===== config.mk =====
export PLATFORM = sky130hd
export DESIGN_NAME = hex_scan_ctrl
export DESIGN_NICKNAME = d
export VERILOG_FILES = /design/src/rtl/hex_scan_ctrl.sv
export SDC_FILE = /design/constraint.sdc
export NUM_CORES = 1
export LEC_CHECK = 0
export CORE_MARGIN = 1.5
export CORE_UTILIZATION = 55
export DETAILED_ROUTE_END_ITERATION = 12
export HOLD_SLACK_MARGIN = 0.12
export PLACE_DENSITY = 0.8
export SLEW_MARGIN = 10
export SYNTH_ARGS = -nofsm -noshare
export SYNTH_HDL_FRONTEND = slang
export SYNTH_SLANG_ARGS = --single-unit

===== constraint.sdc =====
create_clock -name clk -period 6.3 [get_ports clk]
set_clock_uncertainty 0.05 [all_clocks]
set_input_delay 0.945 -clock clk [delete_from_list [all_inputs] [get_ports clk]]
set_output_delay 0.945 -clock clk [all_outputs]
set_load 0.1 [all_outputs]

===== src/rtl/hex_scan_ctrl.sv =====
// rtl/hex_scan_ctrl.sv - time-shares one external 7-segment encoder across NDIG hex digits
// Optional ENC_PIPE_EN: registers the encoder result before capture (two cycles per digit).
module hex_scan_ctrl #(
  parameter int NDIG = 4
) (
  input  logic              clk,
  input  logic              rst,
  input  logic              ld_valid,
  output logic              ld_ready,
  input  logic [4*NDIG-1:0] ld_data,
  input  logic [NDIG-1:0]   ld_neg,
  output logic [3:0]        enc_x,
  output logic              enc_neg,
  input  logic [6:0]        enc_seg,
  input  logic              enc_negsign,
  output logic [7*NDIG-1:0] hex_seg,
  output logic [NDIG-1:0]   hex_sign,
  output logic              done
);

  localparam int IW = (NDIG > 1) ? $clog2(NDIG) : 1;

  typedef enum logic [1:0] {S_IDLE, S_SCAN, S_WAIT} state_t;

  state_t            state, state_nxt;
  logic [IW-1:0]     idx, idx_nxt;
  logic [4*NDIG-1:0] ld_d;
  logic [NDIG-1:0]   ld_n;
  logic [7*NDIG-1:0] shadow_seg, shadow_seg_nxt;
  logic [NDIG-1:0]   shadow_sign, shadow_sign_nxt;
  logic              last;
  logic              cap_en;
  logic [6:0]        cap_seg;
  logic              cap_sign;

  assign last     = (idx == IW'(NDIG - 1));
  assign ld_ready = (state == S_IDLE);

`ifdef ENC_PIPE_EN
  logic [6:0] pipe_seg;
  logic       pipe_sign;

  always_ff @(posedge clk or posedge rst) begin
    if (rst) begin
      pipe_seg  <= '1;
      pipe_sign <= 1'b1;
    end else if (state == S_SCAN) begin
      pipe_seg  <= enc_seg;
      pipe_sign <= enc_negsign;
    end
  end

  assign cap_en   = (state == S_WAIT);
  assign cap_seg  = pipe_seg;
  assign cap_sign = pipe_sign;
`else
  assign cap_en   = (state == S_SCAN);
  assign cap_seg  = enc_seg;
  assign cap_sign = enc_negsign;
`endif

  always_comb begin
    state_nxt = state;
    idx_nxt   = idx;
    case (state)
      S_IDLE: begin
        if (ld_valid) begin
          state_nxt = S_SCAN;
          idx_nxt   = '0;
        end
      end
      S_SCAN: begin
`ifdef ENC_PIPE_EN
        state_nxt = S_WAIT;
`else
        if (last) begin
          state_nxt = S_IDLE;
        end else begin
          idx_nxt = idx + IW'(1);
        end
`endif
      end
`ifdef ENC_PIPE_EN
      S_WAIT: begin
        if (last) begin
          state_nxt = S_IDLE;
        end else begin
          state_nxt = S_SCAN;
          idx_nxt   = idx + IW'(1);
        end
      end
`endif
      default: state_nxt = S_IDLE;
    endcase
  end

  // The digit captured on the commit edge is merged in here so the commit sees the full frame.
  always_comb begin
    shadow_seg_nxt  = shadow_seg;
    shadow_sign_nxt = shadow_sign;
    if (cap_en) begin
      shadow_seg_nxt[7*int'(idx) +: 7] = cap_seg;
      shadow_sign_nxt[idx]             = cap_sign;
    end
  end

  always_comb begin
    enc_x   = 4'h0;
    enc_neg = 1'b0;
    if (state != S_IDLE) begin
      enc_x   = ld_d[4*int'(idx) +: 4];
      enc_neg = ld_n[idx];
    end
  end

  always_ff @(posedge clk or posedge rst) begin
    if (rst) begin
      state       <= S_IDLE;
      idx         <= '0;
      ld_d        <= '0;
      ld_n        <= '0;
      shadow_seg  <= '1;
      shadow_sign <= '1;
      hex_seg     <= '1;
      hex_sign    <= '1;
      done        <= 1'b0;
    end else begin
      state       <= state_nxt;
      idx         <= idx_nxt;
      shadow_seg  <= shadow_seg_nxt;
      shadow_sign <= shadow_sign_nxt;
      done        <= cap_en && last;
      if (ld_valid && ld_ready) begin
        ld_d <= ld_data;
        ld_n <= ld_neg;
      end
      if (cap_en && last) begin
        hex_seg  <= shadow_seg_nxt;
        hex_sign <= shadow_sign_nxt;
      end
    end
  end

endmodule


==> flow_metrics.env <==
export IMPL_num_antenna_cells=0
export IMPL_cts_sinks=87
export IMPL_numCtsBuffers=9
export IMPL_vias_per_cell=5.55
export IMPL_layout_worst_path_cycle_share_pct=59.8
export IMPL_ys_types=27
export IMPL_top_layer="met4"
export IMPL_cpMaxStageDelayCell="clkdlybuf4s50_1"
export IMPL_r2r_slack_ns=3.48
export IMPL_cpPeakStageDelay_ns=0.97
export IMPL_crit_path_cell_trace="mux4_2, and2_1, clkdlybuf4s50_1"
export IMPL_critPathCaptureType="primary output"
export IMPL_tns_ns=0
export IMPL_htree_levels=3
export IMPL_start_util_pct=57.3
export IMPL_layout_commonest_cell="clkdlybuf4s50_1"
export IMPL_die_w_microns=84.6
export IMPL_wl_met2_microns=3290
export IMPL_rsz0062_at_grt="no"
export IMPL_grt_pass1_wl_microns=11400
export IMPL_grt_overflow=0
export IMPL_slew_headroom_pct=21.0
export IMPL_worstSetupPathType="reg2out"
export IMPL_nets=352
export IMPL_status="finished, final reports clean"
export IMPL_maxCapViolCount=0
export IMPL_cts_path_max_buffers=2
export IMPL_cts_tree="built"
export IMPL_fp_row_count=29
export IMPL_die_h_microns=84.6
export IMPL_timing_fmax_ghz=0.265
export IMPL_hold_path_class="reg2reg"
export IMPL_tightest_slew_ns=1.17
export IMPL_wirelength_microns=6870
export IMPL_synth_area_sq_um=3660
export IMPL_grt_usage_pct=20.6
export IMPL_drc=0
export IMPL_synthCells=247
export IMPL_setup_viol_count_final=0
export IMPL_io_buffers=69
export IMPL_num_io_pins=70
export IMPL_slew_violations=0
export IMPL_grt_max_degree=88
export IMPL_antenna_found_initial=0
export IMPL_coreArea_sq_um=6390
export IMPL_critPathLaunchType="flip-flop"
export IMPL_clk_pin_slew_ns=0.09
export IMPL_wl_met1_microns=3270
export IMPL_avgSynthCellArea_sq_um=14.8
export IMPL_cts_root_buf="clkbuf_8"
export IMPL_drtPass1Iterations=4
export IMPL_area_growth_pct=24.9
export IMPL_wl_per_cell_microns=17.3
export IMPL_ys_warn_count=0
export IMPL_dpl_hpwl_microns=4550
export IMPL_ys_seq_area_share_pct=61.7
export IMPL_most_common_layout_cells="69 x clkdlybuf4s50_1, 63 x dfstp_2, 43 x mux2_2"
export IMPL_min_period_ns=3.77
export IMPL_worstPathRequired_ns=5.30
export IMPL_crit_arrival_ns=2.77
export IMPL_dieArea_sq_um=7150
export IMPL_syn_num_nets=284
export IMPL_hold_buffers=0
export IMPL_cts_setup_buffers=0
export IMPL_globalplace_congestion=0.754
export IMPL_ys_ff_latch=87
export IMPL_num_vias=2204
export IMPL_layout_drive_gt1_share_pct=43.4
export IMPL_postRouteAntennaNets=0
export IMPL_initialDrtViolationCount=84
export IMPL_grt_pass1_vias=2245
export IMPL_ctsResizeCount=0
export IMPL_clk_latency_ns=0.35
export IMPL_hold_violations=0
export IMPL_met3WireLength_microns=236
export IMPL_critPathMaxFanout=15
-- worst max-delay path, delay by kind of cell, from the launching register on --
kind | cells | cell delay, ns
multiplexers | 1 | 0.57
AND/OR/NAND/NOR | 1 | 0.17
flip-flops | 1 | 0.71
buffers and inverters | 1 | 0.97
-- final timing paths --
| check | start | to | cells past startpoint |
|---|---|---|---|
| min in group asynchronous | rst | ld_d[14]$_DFFE_PP0P_ | 3 |
| max in group asynchronous | rst | done$_DFF_PP0_ | 3 |
| min reg2reg | hex_sign[3]$_DFFE_PP1P_ | hex_sign[3]$_DFFE_PP1P_ | 2 |
| min | hex_sign[3]$_DFFE_PP1P_ | hex_sign[3]$_DFFE_PP1P_ | 2 |
| max | idx[0]$_DFFE_PP0P_ | enc_neg | 3 |
| max reg2reg | idx[0]$_DFFE_PP0P_ | hex_seg[2]$_DFFE_PP1P_ | 5 |
-- state kept, by name, indices dropped and copies added (netlist names) --
| register | cells |
|---|---|
| done | 1 |
| hex_seg | 28 |
| hex_sign | 4 |
| idx | 2 |
| ld_d | 16 |
| ld_n | 4 |
| shadow_seg | 28 |
| shadow_sign | 3 |
| state | 1 |
-- cell families after synthesis --
group / count (synthesis) / share of synthesized area (%)
buf+inv: 26 / 3.83
fa+ha+maj: 6 / 2.05
flops: 87 / 61.7
simple gates: 30 / 4.92
mux: 53 / 18.4
compound gates: 45 / 9.17
-- cells in the mapped netlist --
cell      number  share of area (%)
nand2_2        1               0.17
a21oi_1        7               0.96
buf_2         10                1.4
nor2b_1        2               0.34
nor3b_2        1               0.34
and4b_1        1               0.27
mux4_2         5                3.1
nand2_1        5               0.51
buf_6          4                1.2
nand2_4        2               0.62
mux2_2        43                 13
and2b_1        1               0.21
o31ai_1        2               0.41
inv_1         11                1.1
and4_1         1               0.24
clkinv_1       1               0.10
nor2_1         9               0.92
mux2_4         5                2.1
dfstp_2       63                 45
a22o_1        21                5.0
a31oi_1        7                1.2
ha_1           6                2.1
dfrtp_1       24                 16
o21ai_0        1               0.14
a21boi_0       7                1.4
nor4bb_1       1               0.27
and2_1         6                1.0
-- routing by layer --
| metal | global-route usage (%) | vias up |
|---|---|---|
| met5 | 0 | - |
| met4 | 7.92 | 0 |
| li1 | - | 1013 |
| met2 | 32.2 | 49 |
| met3 | 2.95 | 7 |
| met1 | 29.8 | 1135 |
-- per-stage QoR --
stage / worst slack, ns / cell area, sq um / utilization, % / cells / hold slack [ns]
finish: 2.53 / 4570 / 71.6 / 397 / 0.427
global route: 2.42 / 4570 / 71.6 / 397 / 0.453
CTS: 2.49 / 4570 / 71.6 / 397 / 0.432
detailed placement: 2.88 / 4370 / 68.4 / 381 / 0.421
global placement: 2.92 / 4370 / 68.4 / 381 / 0.394
floorplan: 3.16 / 3660 / - / 247 / 0.425
-- cell type report --
cell class	count	area (sq um)
Multi-Input combinational cell	134	1260
Fill cell	452	1820
Tap cell	77	96.3
Clock inverter	6	66.3
Timing Repair Buffer	71	706
Sequential cell	87	2260
Inverter	12	46.3
Clock buffer	10	138
Power is left out: the tool's default activity adds up to more than one toggle a clock period on the data nets, which glitch-free logic cannot reach.
